### src/rtl/quad_decoder.sv
// x4 quadrature decoder: synchronised, glitch-filtered A/B/Z channels feeding a
// wrapping 16-bit position counter, index zeroing, sticky error flag and windowed speed.
module quad_decoder #(
    parameter int unsigned FILT_LEN = 3,
    parameter int unsigned WINDOW   = 50000
) (
    input  logic        clk,
    input  logic        rst,
    input  logic        enc_a,
    input  logic        enc_b,
    input  logic        enc_z,
    input  logic        idx_en,
    input  logic        clr_err,
    output logic [15:0] pos,
    output logic        dir,
    output logic [15:0] speed,
    output logic        speed_valid,
    output logic        err
);
    localparam int unsigned CNT_W = (FILT_LEN > 1) ? $clog2(FILT_LEN) : 1;
    localparam int unsigned WIN_W = $clog2(WINDOW);

    localparam logic signed [16:0] ACC_MAX = 17'sh0FFFF;
    localparam logic signed [16:0] ACC_MIN = 17'sh10000;
    localparam logic signed [15:0] SPD_MAX = 16'sh7FFF;
    localparam logic signed [15:0] SPD_MIN = 16'sh8000;

    logic [2:0] sync1;
    logic [2:0] sync2;
    logic [2:0] filt;

    // two-flop synchronisers, bit order {z, b, a}
    always_ff @(posedge clk) begin
        if (rst) begin
            sync1 <= '0;
            sync2 <= '0;
        end else begin
            sync1 <= {enc_z, enc_b, enc_a};
            sync2 <= sync1;
        end
    end

    // per-channel filter: follow sync2 only after FILT_LEN consecutive differing samples
    for (genvar i = 0; i < 3; i++) begin : g_filt
        logic [CNT_W-1:0] cnt;
        logic             f_q;

        always_ff @(posedge clk) begin
            if (rst) begin
                cnt <= '0;
                f_q <= 1'b0;
            end else if (sync2[i] != f_q) begin
                if (cnt == CNT_W'(FILT_LEN - 1)) begin
                    f_q <= sync2[i];
                    cnt <= '0;
                end else begin
                    cnt <= cnt + CNT_W'(1);
                end
            end else begin
                cnt <= '0;
            end
        end

        assign filt[i] = f_q;
    end

    logic [1:0]        ab;
    logic [1:0]        ab_prev;
    logic              z_prev;
    logic              init;
    logic              ab_chg;
    logic              illegal;
    logic              step_fwd;
    logic              step_rev;
    logic              z_rise;
    logic signed [1:0] step_val;

    // transition classification on the filtered {a, b} pair
    always_comb begin
        ab       = {filt[0], filt[1]};
        ab_chg   = (ab != ab_prev);
        illegal  = ab_chg && !init && (ab == ~ab_prev);
        step_fwd = ab_chg && !init && (ab == {~ab_prev[0], ab_prev[1]});
        step_rev = ab_chg && !init && (ab == {ab_prev[0], ~ab_prev[1]});
        z_rise   = filt[2] && !z_prev && idx_en;
        step_val = 2'sb00;
        if (step_fwd) begin
            step_val = 2'sb01;
        end else if (step_rev) begin
            step_val = 2'sb11;
        end
    end

    // position, direction and error state
    always_ff @(posedge clk) begin
        if (rst) begin
            ab_prev <= '0;
            z_prev  <= 1'b0;
            init    <= 1'b1;
            pos     <= '0;
            dir     <= 1'b0;
            err     <= 1'b0;
        end else begin
            ab_prev <= ab;
            z_prev  <= filt[2];
            if (ab_chg) begin
                init <= 1'b0;
            end
            if (z_rise) begin
                pos <= '0;
            end else if (step_fwd) begin
                pos <= pos + 16'd1;
            end else if (step_rev) begin
                pos <= pos - 16'd1;
            end
            if (step_fwd) begin
                dir <= 1'b1;
            end else if (step_rev) begin
                dir <= 1'b0;
            end
            if (illegal) begin
                err <= 1'b1;
            end else if (clr_err) begin
                err <= 1'b0;
            end
        end
    end

    logic [WIN_W-1:0]  win_cnt;
    logic signed [16:0] acc;
    logic signed [17:0] acc_wide;
    logic signed [16:0] acc_sum;
    logic signed [15:0] speed_sat;
    logic               win_end;

    // accumulator next value and saturated speed candidate
    always_comb begin
        win_end  = (win_cnt == WIN_W'(WINDOW - 1));
        acc_wide = 18'(acc) + 18'(step_val);
        if (acc_wide > 18'(ACC_MAX)) begin
            acc_sum = ACC_MAX;
        end else if (acc_wide < 18'(ACC_MIN)) begin
            acc_sum = ACC_MIN;
        end else begin
            acc_sum = 17'(acc_wide);
        end
        if (acc_sum > 17'(SPD_MAX)) begin
            speed_sat = SPD_MAX;
        end else if (acc_sum < 17'(SPD_MIN)) begin
            speed_sat = SPD_MIN;
        end else begin
            speed_sat = 16'(acc_sum);
        end
    end

    // free-running measurement window
    always_ff @(posedge clk) begin
        if (rst) begin
            win_cnt     <= '0;
            acc         <= '0;
            speed       <= '0;
            speed_valid <= 1'b0;
        end else begin
            speed_valid <= win_end;
            if (win_end) begin
                win_cnt <= '0;
                acc     <= '0;
                speed   <= speed_sat;
            end else begin
                win_cnt <= win_cnt + WIN_W'(1);
                acc     <= acc_sum;
            end
        end
    end

endmodule

### config.mk
export PLATFORM = sky130hd
export DESIGN_NAME = quad_decoder
export DESIGN_NICKNAME = d
export VERILOG_FILES = /design/src/rtl/quad_decoder.sv
export SDC_FILE = /design/constraint.sdc
export NUM_CORES = 1
export LEC_CHECK = 0
export CORE_AREA = 2 2 113 115
export CTS_CLUSTER_SIZE = 20
export DETAILED_ROUTE_END_ITERATION = 8
export DIE_AREA = 0 0 115 117
export MAX_ROUTING_LAYER = met4
export SYNTH_ARGS = -nofsm -noshare
export SYNTH_HDL_FRONTEND = slang
export SYNTH_SLANG_ARGS = --single-unit
### constraint.sdc
create_clock -name clk -period 5 [get_ports clk]
set_input_delay 1 -clock clk [delete_from_list [all_inputs] [get_ports clk]]
set_output_delay 1 -clock clk [all_outputs]
set_load 0.02 [all_outputs]
Word-level counts from Yosys, hierarchy flattened
Index checks and enable logic that the tools add are counted.
{"block": "totals", "ff_bits": 87, "word_cells": 76}
{"block": "op_classes", "n_reduce_logical": 18, "eq_ne": 11, "n_addsub": 7, "n_mux": 12, "n_bitwise": 6, "n_lt_le_gt_ge": 4}
{"op": "16-bit 2-to-1 mux", "count": 4}
{"op": "17-bit 2-to-1 mux", "count": 2}
{"op": "16-bit by 1-bit adder with 16-bit output (second input constant)", "count": 2}
{"op": "17-bit by 2-bit adder with 18-bit output", "count": 1}
{"op": "18-bit by 17-bit > comparator with 1-bit output (second input constant)", "count": 1}
{"op": "18-bit by 17-bit < comparator with 1-bit output (second input constant)", "count": 1}
{"op": "17-bit by 16-bit > comparator with 1-bit output (second input constant)", "count": 1}
{"op": "17-bit by 16-bit < comparator with 1-bit output (second input constant)", "count": 1}
{"op": "16-bit equality test (second input constant)", "count": 1}
{"op": "16-bit by 1-bit subtractor with 16-bit output (second input constant)", "count": 1}
{"op": "3-bit OR reduction", "count": 3}
{"op": "2-bit by 1-bit adder with 2-bit output (second input constant)", "count": 3}
{"op": "2-bit equality test", "count": 3}
{"op": "2-bit equality test (second input constant)", "count": 3}
{"op": "1-bit logical AND", "count": 6}
{"op": "2-bit AND reduction", "count": 3}
{"op": "1-bit NOT", "count": 5}
{"op": "1-bit 2-to-1 mux", "count": 4}
{"op": "2-bit 2-to-1 mux", "count": 2}
{"op": "2-bit nonzero test", "count": 2}
{"op": "2-bit OR reduction", "count": 2}
{"op": "1-bit inequality test", "count": 3}
{"op": "1-bit zero test", "count": 2}
{"op": "2-bit inequality test", "count": 1}
{"op": "2-bit NOT", "count": 1}

Depth between registers and ports, before layout
{"block": "depth", "ltp_word": 12, "mapped_depth": 17, "ltp_nobuf": 14}

Worst setup path after synthesis
No wires, ideal clock.
{"block": "synth_path", "path_kind": "register to register", "from": "register g_filt[1].f_q", "to": "register acc[7]", "period_less_slack_ps": 4320, "arrival_ps": 4205, "stages_incl_launch_ff": 17, "path_slack_ps": 680, "path_cell_list": "dfxtp_1 -> xor2_1 -> nand2_1 -> nor2_1 -> nor2b_1 -> clkinv_1 -> clkbuf_1 -> ha_1 -> fa_1 -> a21oi_1 -> o211ai_1 -> a41oi_2 -> o31ai_1 -> o311ai_4 -> buf_6 -> maj3_1 -> and2_1"}
{"block": "synth_via", "elab_chain_len": 9, "word_cells_on_any_way": 13, "cone_classes": "1 x add/sub; 2 x order compare; 3 x eq/ne; 4 x mux; 3 x reduce/logical"}
{"element": "from (decl)", "line_no": "46", "rtl": "logic f_q;"}
{"element": "from (signal assigned)", "line_no": "54", "rtl": "f_q <= sync2[i];"}
{"element": "2-bit inequality test", "line_no": "81", "rtl": "ab_chg = (ab != ab_prev);"}
{"element": "1-bit logical AND", "line_no": "83, 84"}
{"element": "1-bit logical AND", "line_no": "84", "rtl": "step_rev = ab_chg && !init && (ab == {ab_prev[0], ~ab_prev[1]});"}
{"element": "2-bit 2-to-1 mux", "line_no": "89", "rtl": "end else if (step_rev) begin"}
{"element": "2-bit 2-to-1 mux *", "line_no": "87", "rtl": "if (step_fwd) begin"}
{"element": "17-bit by 2-bit adder with 18-bit output *", "line_no": "139", "rtl": "acc_wide = 18'(acc) + 18'(step_val);"}
{"element": "18-bit by 17-bit < comparator with 1-bit output", "line_no": "142", "rtl": "end else if (acc_wide < 18'(ACC_MIN)) begin"}
{"element": "17-bit 2-to-1 mux", "line_no": "142"}
{"element": "17-bit 2-to-1 mux *", "line_no": "140", "rtl": "if (acc_wide > 18'(ACC_MAX)) begin"}
{"element": "to (signal assigned)", "line_no": "171", "rtl": "acc <= acc_sum;"}
{"element": "to (decl)", "line_no": "130", "rtl": "logic signed [16:0] acc;"}
Mark *: on every way between the ends. The rest lies on a longest branch, timed or not.
A chain may end at the register's enable or synchronous reset.

Worst setup path after layout
{"block": "layout_path", "from": "register g_filt[1].f_q", "to": "register speed[10]"}
{"block": "layout_via", "elab_chain_len": 12, "word_cells_on_any_way": 17, "cone_classes": "1 x add/sub; 4 x order compare; 3 x eq/ne; 6 x mux; 3 x reduce/logical"}
{"element": "2-bit inequality test", "line_no": "81"}
{"element": "1-bit logical AND", "line_no": "83, 84"}
{"element": "1-bit logical AND", "line_no": "84"}
{"element": "2-bit 2-to-1 mux", "line_no": "89"}
{"element": "2-bit 2-to-1 mux *", "line_no": "87"}
{"element": "17-bit by 2-bit adder with 18-bit output *", "line_no": "139"}
{"element": "18-bit by 17-bit < comparator with 1-bit output", "line_no": "142"}
{"element": "17-bit 2-to-1 mux", "line_no": "142"}
{"element": "17-bit 2-to-1 mux *", "line_no": "140"}
{"element": "17-bit by 16-bit < comparator with 1-bit output", "line_no": "149", "rtl": "end else if (acc_sum < 17'(SPD_MIN)) begin"}
{"element": "16-bit 2-to-1 mux", "line_no": "149"}
{"element": "16-bit 2-to-1 mux *", "line_no": "147", "rtl": "if (acc_sum > 17'(SPD_MAX)) begin"}
{"element": "to (signal assigned)", "line_no": "168", "rtl": "speed <= speed_sat;"}
{"element": "to (decl)", "line_no": "16", "rtl": "output logic [15:0] speed,"}
Marked as above.

==> impl_metrics.env <==
export IMPL_outcome="complete, no violations"
export IMPL_synth_area_per_cell_um2=8.74
export IMPL_areaGrowthSynthToFinish_pct=17.9
export IMPL_clk_transition_reported_paths_ns=0.06
export IMPL_pwr_share_clk=0.486
export IMPL_drt_iter0_markers=169
export IMPL_ys_ff_latch=87
export IMPL_antenna_cells=0
export IMPL_synthesis_nets=589
export IMPL_start_util=0.387
export IMPL_crit_path_frequent_cell="o211ai_1"
export IMPL_ios=42
export IMPL_insertion_delay_ns=0.34
export IMPL_row_count=41
export IMPL_core_area_mm2=0.0123
export IMPL_leakage_nw=2.18
export IMPL_dr_pass1_iters=5
export IMPL_synthSimpleGateAreaFrac=0.192
export IMPL_crit_path_top_delay_cell="a22oi_2"
export IMPL_maxSlewViolCount=0
export IMPL_cts_tree="done"
export IMPL_hold_violations=0
export IMPL_synth_adder_area_share=0.102
export IMPL_hpwl_mm=7.42
export IMPL_post_cts_buffers=0
export IMPL_critPathMaxStageDelay_ns=0.63
export IMPL_drive_gt1_frac=0.0694
export IMPL_p_comb_frac=0.018
export IMPL_slew_headroom=0.366
export IMPL_gr_usage_all_layers=0.170
export IMPL_die_area_mm2=0.0135
export IMPL_yosysWarnings=0
export IMPL_synth_compound_area_frac=0.217
export IMPL_seqPwrFrac=0.496
export IMPL_p_int_mw=1.12
export IMPL_synth_seq_area_share=0.366
export IMPL_power_density_mw_per_mm2=252
export IMPL_grt_max_degree=31
export IMPL_critPathTopFamily="compound AO/OA/AOI/OAI gates"
export IMPL_finalSetupTns_ns=0
export IMPL_path_cells="xor2_1 > or3_1 > nor2b_2 > clkinv_1 > ha_1 > fa_1 > a21oi_1 > o211ai_1 > a41oi_2 > or3_4 > o311ai_4 > a22oi_2 > o211ai_1"
export IMPL_clockBufferDepth=2
export IMPL_ant_nets=0
export IMPL_worstMarginPinSlew_ns=0.949
export IMPL_grt_pass1_wl_mm=17.7
export IMPL_htree_levels=3
export IMPL_netlist_top_cell_by_area="dfxtp_1"
export IMPL_placed_cell_area_mm2=0.00530
export IMPL_power_switching_uw=290
export IMPL_place_ws_ns=0.376
export IMPL_clock_fmax_mhz=236
export IMPL_drv_cap=0
export IMPL_vias=3913
export IMPL_wire_per_inst_um=14.0
export IMPL_endpoint_kind="flop"
export IMPL_crit_type="reg2reg"
export IMPL_async_reset_ff_frac=0
export IMPL_nets=630
export IMPL_synth_top_area_frac=0.366
export IMPL_fin_crit_ns=4.24
export IMPL_routed_wl_mm=10.3
export IMPL_routabilityCongestion=0.942
export IMPL_hold_class="reg2reg"
export IMPL_synth_edf_count=0
export IMPL_synth_top_family_by_area="compound AO/OA/AOI/OAI gates"
export IMPL_cts_inserted_buffers=9
export IMPL_whs_ns=0.407
export IMPL_synth_cell_types=62
export IMPL_synth_xor_area_share=0.0754
export IMPL_grt_pass1_vias=3754
export IMPL_skew_ns=0.00745
export IMPL_start_kind="flop"
export IMPL_gr_total_overflow=0
export IMPL_postSynthCellCount=545
export IMPL_synthMuxAreaShare=0.00867
export IMPL_ir_drop_mv=0.136
export IMPL_antenna_found_initial=0
export IMPL_fp_dieH_um=117
export IMPL_setup_ws_ns=0.761
export IMPL_syn_cell_area_mm2=0.00476
export IMPL_synth_area_leaders="dfxtp_1 37%, ha_1 9.2%, xnor2_1 4.6%, a21oi_1 4.5%, nand2_1 4.4%"
export IMPL_synth_common_cells="87 x dfxtp_1, 56 x nand2_1, 51 x nor2_1, 43 x a21oi_1, 35 x ha_1"
export IMPL_rsz0062_at_grt="no"
export IMPL_swShare=0.205
export IMPL_yosys_most_used_dff="dfxtp_1"
export IMPL_fin_area_mm2=0.00562
export IMPL_drc=0
export IMPL_port_buffers=41
export IMPL_clkSinkCount=87
export IMPL_required_ns=5.19
export IMPL_cp_data_arrival_time_ns=4.43
export IMPL_synthMostInstantiatedCell="dfxtp_1"
export IMPL_path_max_fanout=21
export IMPL_die_w_um=115
export IMPL_finalSetupViolCount=0
export IMPL_root_buffer="clkbuf_16"
export IMPL_min_period_over_period=0.848
export IMPL_critPathBufInv=1
export IMPL_vias_per_cell=5.28
[cell type report]
type,instances,area [um2]
multi-input combinational,423,2850
sequential,87,1740
fill,1248,6700
timing repair buffer,47,455
tap,150,188
clock inverter,4,53.8
inverter,18,67.6
clock buffer,12,256
[per-stage QoR]
| step | std cells | utilization | total power, mW |
|---|---|---|---|
| floorplan | 545 | - | 0.733 |
| global placement | 725 | 0.431 | 0.743 |
| detailed placement | 725 | 0.431 | 0.743 |
| CTS | 741 | 0.456 | 1.43 |
| global route | 741 | 0.456 | 1.46 |
| finish | 741 | 0.456 | 1.41 |
[cells in the final DEF, fill, tap and decap left out, drive strengths merged, types with 2 or more instances in the layout]
master,netlist,routed
fa,2,2
xor2,16,16
nand3,17,17
clkinvlp,0,2
nand2,57,57
nor2b,13,13
a31oi,2,2
mux2i,3,3
a211oi,8,8
nor4,5,5
a21oi,43,43
nor3,13,13
and2,6,6
or3,9,9
clkinv,1,2
inv,17,17
dfxtp,87,87
o31ai,7,7
o211ai,20,20
clkdlybuf4s50,0,41
or2,2,2
a31o,3,3
nand4,5,5
a2111oi,4,4
xnor2,25,25
ha,35,35
nor2,51,51
o21a,5,5
o21ai,33,33
clkbuf,8,12
buf,8,6
and3,4,4
nand2b,4,4
a21o,13,13
[kinds of logic (layout without fill, tap and decap cells)]
kind of cell / after synthesis / after routing
AO/OA/AOI/OAI: 150 / 150
XOR/XNOR: 41 / 41
adder cells (fa/ha/maj): 38 / 38
buffers and inverters: 35 / 81
flip-flops: 87 / 87
multiplexers: 4 / 4
AND/OR/NAND/NOR: 190 / 190
[power by group through the flow]
stage / Combinational, mW / Sequential [mW] / Clock, mW
after detailed placement: 0.0265 / 0.717 / 0
final: 0.0261 / 0.701 / 0.687
after CTS: 0.0264 / 0.701 / 0.706
after global placement: 0.0262 / 0.717 / 0
after floorplan: 0.0166 / 0.716 / 0
after global routing: 0.0295 / 0.701 / 0.733
[metal layers]
layer  vias up  part of all wire  track usage
met5         -                 0            -
met4         0             0.015       0.0578
met3        11             0.031       0.0386
met2        50              0.47        0.267
met1      1819              0.48        0.216
li1       2033                 -            -
[registers in the layout (all words and copies together) (netlist names)]
name and flops:
g_filt.cnt 6, dir 1, init 1, acc 17, sync1 3, err 1, speed 16, ab_prev 2
win_cnt 16, pos 16, z_prev 1, sync2 3, speed_valid 1, g_filt.f_q 3
[repair_timing]
| action | 4_1_cts | 5_1_grt |
|---|---|---|
| gates resized for setup | 0 | 1 |
| hold buffers | 0 | 0 |
| endpoints found under the setup margin | 0 | 5 |
| hold endpoints to repair | 0 | 0 |
[path summary, 6_finish.rpt]
check	startpoint	endpoint	slack (ns)	depth (start not counted)
setup / recovery	g_filt[1].f_q$_SDFFE_PP0P_	speed[10]$_SDFFE_PP0P_	0.76	13
hold / removal	g_filt[2].cnt[0]$_SDFF_PP0_	g_filt[2].cnt[0]$_SDFF_PP0_	0.41	1
setup reg to reg	g_filt[1].f_q$_SDFFE_PP0P_	speed[10]$_SDFFE_PP0P_	0.76	13
hold reg to reg	g_filt[2].cnt[0]$_SDFF_PP0_	g_filt[2].cnt[0]$_SDFF_PP0_	0.41	1
Note: power is estimated with default switching activity, not from simulation.
